==> src/rtl/uart_tx_frame.sv <==
// rtl/uart_tx_frame.sv - UART serial transmitter with one-entry holding buffer
//
// Purpose:
//   Serialises DATA_BITS-wide words as UART frames: start bit, data LSB
//   first, optional odd/even parity, then 1 or 2 stop bits. A one-entry
//   holding buffer lets the producer queue the next word while the current
//   frame shifts out, so consecutive frames leave with no idle gap.
//
// Ports:
//   i_clk        system clock
//   i_reset_n    asynchronous active-low reset
//   i_tx_valid   producer offers i_tx_byte this cycle
//   i_tx_byte    word to send, LSB first
//   o_tx_ready   holding buffer empty; a word can be accepted this cycle
//   o_tx_serial  serial line, idle high
//   o_tx_active  high while any frame bit is on the line
//   o_done       one-cycle pulse on the last cycle of each frame
//
// All outputs come straight from flops.
module uart_tx_frame #(
  parameter int CLK_PER_BIT = 868,
  parameter int DATA_BITS   = 8,
  parameter int PARITY      = 0,
  parameter int STOP_BITS   = 1
) (
  input  logic                 i_clk,
  input  logic                 i_reset_n,
  input  logic                 i_tx_valid,
  input  logic [DATA_BITS-1:0] i_tx_byte,
  output logic                 o_tx_ready,
  output logic                 o_tx_serial,
  output logic                 o_tx_active,
  output logic                 o_done
);

  localparam int CW = $clog2(CLK_PER_BIT);
  localparam int IW = $clog2(DATA_BITS);
  localparam logic [CW-1:0] LAST_CNT   = CW'(CLK_PER_BIT - 1);
  localparam logic [IW-1:0] LAST_IDX   = IW'(DATA_BITS - 1);
  localparam logic          LAST_STOP  = (STOP_BITS == 2);
  localparam bit            HAS_PARITY = (PARITY != 0);
  localparam logic          ODD        = (PARITY == 1);

  generate
    if (CLK_PER_BIT < 4 || DATA_BITS < 5 || DATA_BITS > 9 ||
        PARITY < 0 || PARITY > 2 || STOP_BITS < 1 || STOP_BITS > 2) begin : g_bad_params
      $fatal(1, "uart_tx_frame: illegal parameter set");
    end
  endgenerate

  typedef enum logic [2:0] {
    S_IDLE,
    S_START,
    S_DATA,
    S_PARITY,
    S_STOP
  } state_t;

  state_t                 state_q, state_n;
  logic [CW-1:0]          cnt_q, cnt_n;
  logic [IW-1:0]          idx_q, idx_n;
  logic                   stop_q, stop_n;
  logic [DATA_BITS-1:0]   shift_q, shift_n;
  logic [DATA_BITS-1:0]   buf_q, buf_n;
  logic                   full_q, full_n;
  logic                   pend_q, pend_n;

  logic                   serial_n;
  logic                   active_n;
  logic                   done_n;
  logic                   ready_n;
  logic                   par_bit;
  logic                   accept;
  logic                   bit_end;

  assign accept  = i_tx_valid & o_tx_ready;
  assign bit_end = (cnt_q == LAST_CNT);

  always_comb begin
    state_n  = state_q;
    cnt_n    = cnt_q;
    idx_n    = idx_q;
    stop_n   = stop_q;
    shift_n  = shift_q;
    buf_n    = buf_q;
    full_n   = full_q;
    pend_n   = pend_q;
    serial_n = 1'b1;
    par_bit  = 1'b0;

    if (state_q != S_IDLE) begin
      cnt_n = bit_end ? '0 : cnt_q + 1'b1;
    end

    // A word only bypasses the buffer when the shifter is free (clean IDLE);
    // everywhere else it parks in the holding buffer.
    if (accept && (state_q != S_IDLE || pend_q)) begin
      buf_n  = i_tx_byte;
      full_n = 1'b1;
    end

    unique case (state_q)
      S_IDLE: begin
        if (pend_q) begin
          // Word captured on the final stop edge of the previous frame.
          state_n = S_START;
          pend_n  = 1'b0;
        end else if (accept) begin
          shift_n = i_tx_byte;
          state_n = S_START;
        end
      end
      S_START: begin
        if (bit_end) begin
          state_n = S_DATA;
          idx_n   = '0;
        end
      end
      S_DATA: begin
        if (bit_end) begin
          if (idx_q == LAST_IDX) begin
            idx_n   = '0;
            stop_n  = 1'b0;
            state_n = HAS_PARITY ? S_PARITY : S_STOP;
          end else begin
            idx_n = idx_q + 1'b1;
          end
        end
      end
      S_PARITY: begin
        if (bit_end) begin
          state_n = S_STOP;
          stop_n  = 1'b0;
        end
      end
      S_STOP: begin
        if (bit_end) begin
          if (stop_q != LAST_STOP) begin
            stop_n = 1'b1;
          end else begin
            stop_n = 1'b0;
            if (full_q) begin
              // Drain the buffer straight into the next frame: no idle gap.
              shift_n = buf_q;
              full_n  = 1'b0;
              state_n = S_START;
            end else begin
              state_n = S_IDLE;
              if (accept) begin
                shift_n = i_tx_byte;
                full_n  = 1'b0;
                pend_n  = 1'b1;
              end
            end
          end
        end
      end
      default: state_n = S_IDLE;
    endcase

    // Output flops are loaded from the next-state view so the line changes
    // in the same cycle the state does.
    par_bit = (^shift_n) ^ ODD;
    unique case (state_n)
      S_IDLE:   serial_n = 1'b1;
      S_START:  serial_n = 1'b0;
      S_DATA:   serial_n = shift_n[idx_n];
      S_PARITY: serial_n = par_bit;
      S_STOP:   serial_n = 1'b1;
      default:  serial_n = 1'b1;
    endcase
    active_n = (state_n != S_IDLE);
    done_n   = (state_n == S_STOP) && (cnt_n == LAST_CNT) && (stop_n == LAST_STOP);
    ready_n  = ~full_n;
  end

  always_ff @(posedge i_clk or negedge i_reset_n) begin
    if (!i_reset_n) begin
      state_q     <= S_IDLE;
      cnt_q       <= '0;
      idx_q       <= '0;
      stop_q      <= 1'b0;
      shift_q     <= '0;
      buf_q       <= '0;
      full_q      <= 1'b0;
      pend_q      <= 1'b0;
      o_tx_serial <= 1'b1;
      o_tx_active <= 1'b0;
      o_tx_ready  <= 1'b1;
      o_done      <= 1'b0;
    end else begin
      state_q     <= state_n;
      cnt_q       <= cnt_n;
      idx_q       <= idx_n;
      stop_q      <= stop_n;
      shift_q     <= shift_n;
      buf_q       <= buf_n;
      full_q      <= full_n;
      pend_q      <= pend_n;
      o_tx_serial <= serial_n;
      o_tx_active <= active_n;
      o_tx_ready  <= ready_n;
      o_done      <= done_n;
    end
  end

endmodule

==> config.mk <==
export PLATFORM = sky130hd
export DESIGN_NAME = uart_tx_frame
export DESIGN_NICKNAME = d
export VERILOG_FILES = /design/src/rtl/uart_tx_frame.sv
export SDC_FILE = /design/constraint.sdc
export NUM_CORES = 1
export LEC_CHECK = 0
export ABC_AREA = 1
export CAP_MARGIN = 40
export CORE_UTILIZATION = 45
export DETAILED_ROUTE_END_ITERATION = 7
export HOLD_SLACK_MARGIN = 0.02
export PLACE_DENSITY = 0.63
export RECOVER_POWER = 25
export SYNTH_ARGS = -nofsm -noshare
export SYNTH_HDL_FRONTEND = slang
export SYNTH_SLANG_ARGS = --single-unit
==> constraint.sdc <==
create_clock -name i_clk -period 2.1 [get_ports i_clk]
set_clock_uncertainty 0.1 [all_clocks]
set_input_delay 0.315 -clock i_clk [delete_from_list [all_inputs] [get_ports i_clk]]
set_output_delay 0.315 -clock i_clk [all_outputs]
set_load 0.1 [all_outputs]
* Yosys cells after proc, flatten, opt, wreduce, memory -nomap -nowiden
Index checks and enable logic that the tools add are counted.
Word-level totals: register bits 39, bits of input ports 11, output and inout bits 4, logic and storage cells 85
Operators by class: add/sub/neg operators 2, magnitude comparators 1, equal/unequal tests 15, mux-type cells 42, bitwise operators 3, reduce and logical (&&, ||, !) cells 10
Operator list (count):
- 2-to-1 mux 8 bit | 5
- 2-to-1 mux 3 bit | 11
- equality test 10 bit (second input constant) | 2
- 2-to-1 mux 10 bit | 2
- 2-to-1 mux 1 bit | 17
- case mux 8 bit (2 select lines) | 1
- case mux 3 bit (5 select lines) | 1
- equality test 3 x 2 -> 1 bit (second input constant) | 4
- adder 10 x 1 -> 10 bit (second input constant) | 1
- equality test 3 bit (second input constant) | 3
- inequality test 2 bit (second input constant) | 4
- parity 8 bit | 1
- equality test 3 x 1 -> 1 bit (second input constant) | 2
- case mux 1 bit (3 select lines) | 2
- case mux 3 bit (2 select lines) | 1
- nonzero test 3 bit | 2
- AND reduction 5 bit | 1
- less-than comparator 3 x 4 -> 1 bit (second input constant) | 1
- adder 3 x 1 -> 3 bit (second input constant) | 1
- binary-select mux 1 bit (select 3 bit) | 1
- logical AND 1 bit | 3
- logical NOT 3 bit | 1
- inverter 1 bit | 2
- case mux 1 bit (2 select lines) | 1
- other kinds (3) | 3

* Logic depth before layout (Yosys ltp)
depth after elaboration 10, mapped depth 17, gate-level depth less buffers 17

* Worst setup path before layout
Ideal clock, no wire load.
path kind flip-flop to flip-flop, start point register o_tx_ready, end point register o_tx_serial, setup time 82 ps, arrival time 2184 ps, data required time 1918 ps, slack -266 ps, cell stages (with the launch flop) 15, buffers on the path 1, clock period less this slack 2366 ps, cells stage by stage dfstp_2 > nand2_2 > buf_6 > nand2_1 > o21ai_1 > o21ai_0 > nand4_2 > nand2_1 > nand2_1 > nand2_1 > inv_1 > nor2_1 > nand2_1 > nand3_1 > nand3_1
Between the ends: cells in the longest elaborated chain, start to end 9, elaborated cells between the ends (all ways) 17, those cells by class eq/ne: 3; mux: 12; bitwise: 1; reduce/logical: 1
RTL lines:
- start: declaration | line 30 | output logic o_tx_ready,
- start signal: assignment | line 202 | o_tx_ready <= ready_n;
- bitwise AND 1 bit * | line 76 | assign accept = i_tx_valid & o_tx_ready;
- 2-to-1 mux 8 bit * | line 108, 149
- 2-to-1 mux 8 bit | line 142 | if (full_q) begin
- 2-to-1 mux 8 bit | line 138 | if (stop_q != LAST_STOP) begin
- 2-to-1 mux 8 bit | line 137 | if (bit_end) begin
- case mux 8 bit (2 select lines) * | line 102 | unique case (state_q)
- net shift_n[2] | line 63 | logic [DATA_BITS-1:0] shift_q, shift_n;
- binary-select mux 1 bit (select 3 bit) | line 167 | S_DATA: serial_n = shift_n[idx_n];
- 2-to-1 mux 1 bit (not written as such) | line 167
- case mux 1 bit (3 select lines) * | line 164 | unique case (state_n)
- net serial_n | line 68 | logic serial_n;
- end signal: assignment | line 200 | o_tx_serial <= serial_n;
- end: declaration | line 31 | output logic o_tx_serial,
The timed path passes the listed nets; every way through them passes the cells marked *. The select of a mux whose other input is x is not followed. A chain may end at the register's enable or synchronous reset.

* Final worst setup path
start point register cnt_q[0], end point register o_tx_serial
Between the ends: cells in the longest elaborated chain, start to end 6, elaborated cells between the ends (all ways) 18, those cells by class eq/ne: 4; mux: 13; reduce/logical: 1
RTL lines:
- start: declaration | line 60 | logic [CW-1:0] cnt_q, cnt_n;
- start signal: assignment | line 193 | cnt_q <= cnt_n;
- equality test 10 bit * | line 77 | assign bit_end = (cnt_q == LAST_CNT);
- 2-to-1 mux 8 bit (tied with other cells) | line 137
- case mux 8 bit (2 select lines) or case mux 3 bit (2 select lines) (tied branches) | line 102
- binary-select mux 1 bit (select 3 bit) | line 167
- 2-to-1 mux 1 bit (not written as such) | line 167
- case mux 1 bit (3 select lines) * | line 164
- net serial_n | line 68
Marked as above.

==> impl_metrics.yaml <==
outcome:
  status: "complete, but fails checks"
  violations: "setup timing"
timing:
  clock.fmax_ghz: 0.470
  final-hold-violation-count: 0
  rsz0062_at_grt: "true"
  final.setup.worst_slack_ns: -0.0265
  finalSetupViolCount: 1
  tightest_slew_ns: 1.00
  fin_crit_ns: 2.13
  fin_crit_sh: 1.01
  drv_slew: 0
  maxSlewHeadroom: 0.331
worst_hold_path:
  hold_depth: 2
  min_from: "buf_q[2]"
  holdCritPathClass: "flop to flop"
  whs_endpoint: "buf_q[2]"
cells_and_area:
  n_antenna_cell: 0
  drive_gt1_frac: 0.287
  nets: 431
  area_growth_pct: 25.6
  stdcell_count: 490
synthesis:
  synth_edf_count: 0
  async_flop_share: 1.00
  avgSynthCellArea_um2: 7.27
  syn_nets: 380
  ys.flop_type: "dfrtp_1"
  yosys_warnings: 0
  netlist.area_leader.share: 0.348
  synthTopCellsByCount: "nand2_1, inv_1, dfrtp_1"
  yosysTopAreaCell: "dfrtp_1"
  synthTopCellsByArea: "dfrtp_1, nand2_1, inv_1"
  syn_area_um2: 2660
  synth.most_common_cell: "nand2_1"
  netlist-cell-type-count: 37
  ys_seq_area_frac: 0.368
  ys_ff_latch: 39
  netlist_instances: 366
clocking:
  cts_buffers: 5
  cts_sinks: 39
  insertion_delay_ns: 0.30
  clk_pin_slew_ns: 0.08
  htree_num_levels: 2
  tritoncts: "built"
  clk_path_buf_depth: 2
  cts_root_buf: "clkbuf_8"
drt:
  vias: 2493
  drt-wirelength-per-cell_um: 13.4
  ant_nets: 0
  initialDrtViolationCount: 180
  drcViolationCount: 0
  drt_wl_total_um: 6560
  viasPerCell: 5.09
  dr.pass1.iters: 4
global_routing:
  grt_first_pass_wirelength_um: 10900
  grt_overflow: 0
  antenna_found_initial: 0
  grt_pass1_vias: 2298
  grt_usage: 0.230
  grt_max_degree: 40
die:
  fp.dieH_um: 78.9
  boundaryPins: 15
  dieWidth_um: 78.9
  core_um2: 5610
  dieArea_um2: 6220
  rows: 27
  initial_core_util: 0.474
power:
  intPower_mw: 1.15
  p_leak_nw: 1.70
  ir_worst_vdd_v: 0.000322
  sw_frac_of_total: 0.268
  switchingPower_uw: 423
  power_density_nw_per_um2: 472
  power_frac_clock: 0.323
  combPwrFrac: 0.141
  power_mw: 1.58
  p_seq_frac: 0.536
critical_path:
  end_kind: "flop"
  cp.required_ns: 2.23
  path_depth: 16
  crit_type: "flop to flop"
  r2r-start: "cnt_q[0]"
  cp.arrival_ns: 2.25
  cpLargestDelayFamily: "simple AND/OR/NAND/NOR gates"
  startpoint_type: "flop"
  reg2regPathDepth: 16
  cpMostUsedCell: "nand2_1"
  cpPeakStageDelay_ns: 0.39
  crit_buf_inv: 1
  cp_cell_sequence: "ha_4 > nand2_2 > nor2_4 > nand3_4 > nor2_4 > nand3b_1 > nand2_1 > nor2_1 > nand2_1 > nand2_1 > nand2_1 > inv_1 > nor2_1 > nand2_1 > nand3_1 > nand3_1"
  timing.rr.end: "o_tx_serial"
  crit_path_top_delay_cell: "dfrtp_1"
  r2r_setup_slack_ns: -0.03
  path_max_fanout: 7
placement:
  place.gp.congestion: 0.826
  dp_cells: 476
  numPortBuffers: 14
  hpwl_um: 4910
job:
  maxCapViolations: 0
==> state kept, by name, summed over array words and instances, names as in the netlist, 3 cells and up <==
name / count
idx_q: 3
cnt_q: 10
buf_q: 8
state_q: 3
shift_q: 8
==> cell families after synthesis <==
| group | count (synthesis) | synth area share |
|---|---|---|
| AO/OA/AOI/OAI | 48 | 0.105 |
| XOR/XNOR | 3 | 0.00988 |
| adder cells (fa/ha/maj) | 3 | 0.0141 |
| buffers and inverters | 68 | 0.105 |
| flip-flops | 39 | 0.368 |
| multiplexers | 6 | 0.0249 |
| AND/OR/NAND/NOR | 199 | 0.373 |
==> how the worst max path moves through the flow <==
stage,start,endpoint
floorplan,o_tx_ready,o_tx_serial
global placement,i_tx_valid,o_tx_serial
detailed placement,i_tx_valid,o_tx_serial
CTS,o_tx_ready,o_tx_serial
global route,cnt_q[0],o_tx_serial
finish,cnt_q[0],o_tx_serial
==> power groups by stage <==
stage	clock, mW	combinational (mW)	sequential, mW
after floorplan	0	0.126	0.860
after global placement	0	0.217	0.855
after detailed placement	0	0.219	0.858
after CTS	0.522	0.223	0.845
after global routing	0.553	0.247	0.853
final	0.510	0.222	0.845
==> cells in the final DEF, fill, tap and decap left out, types with 3 or more instances in the layout <==
cell              n
nand2_1          96
inv_1            50
dfrtp_1          37
buf_4            34
nand3_1          24
nor2_1           21
o21ai_1          14
a21oi_1          14
inv_2            12
nand2_2          11
clkdlybuf4s50_1   9
nor2_4            8
nor2_2            8
o21ai_0           8
nand3_2           6
mux2_2            5
clkbuf_8          5
o21ai_2           4
nand4_1           4
nor3_1            4
buf_12            4
nand3_4           3
or2_2             3
xor2_1            3
==> metrics by stage <==
stage	cell area [µm²]	hold slack, ns	utilization	setup TNS [ns]	worst slack, ns
floorplan	2670	-0.0806	-	-0.0223	-0.0223
global placement	3100	0.312	0.553	-0.203	-0.197
detailed placement	3100	0.311	0.553	-0.272	-0.239
CTS	3260	0.411	0.581	0	0.00374
global route	3340	0.447	0.596	-0.211	-0.143
finish	3340	0.407	0.596	-0.0265	-0.0265
==> final cells by class <==
| class | count | area, µm² |
|---|---|---|
| clock buffers | 6 | 72.6 |
| clock inverters | 2 | 12.5 |
| fillers | 545 | 2270 |
| inverters | 62 | 233 |
| multi-input cells | 259 | 1510 |
| flip-flops and latches | 39 | 982 |
| well taps | 72 | 90.1 |
| repair buffers | 50 | 445 |
==> worst min-delay path, stage by stage, from the launching register on <==
cell and delay [ns]:
dfrtp_1 0.36, nand2_1 0.05, o21ai_0 0.06
==> metal layers <==
layer	part of all wire	track usage	vias to the layer above
li1	-	-	1267
met1	0.49	0.327	1161
met2	0.45	0.348	59
met3	0.051	0.0483	6
met4	0.010	0.0764	0
met5	0	0	-
==> what timing repair did <==
action                                  4_1_cts  5_1_grt
resized for setup                             6       24
buffers inserted                              2        3
endpoints found under the setup margin        2        3
pin swaps                                     5        9
endpoints found under the hold margin        37        0
hold buffers                                  1        0
Power figures use the tool's default switching activity.
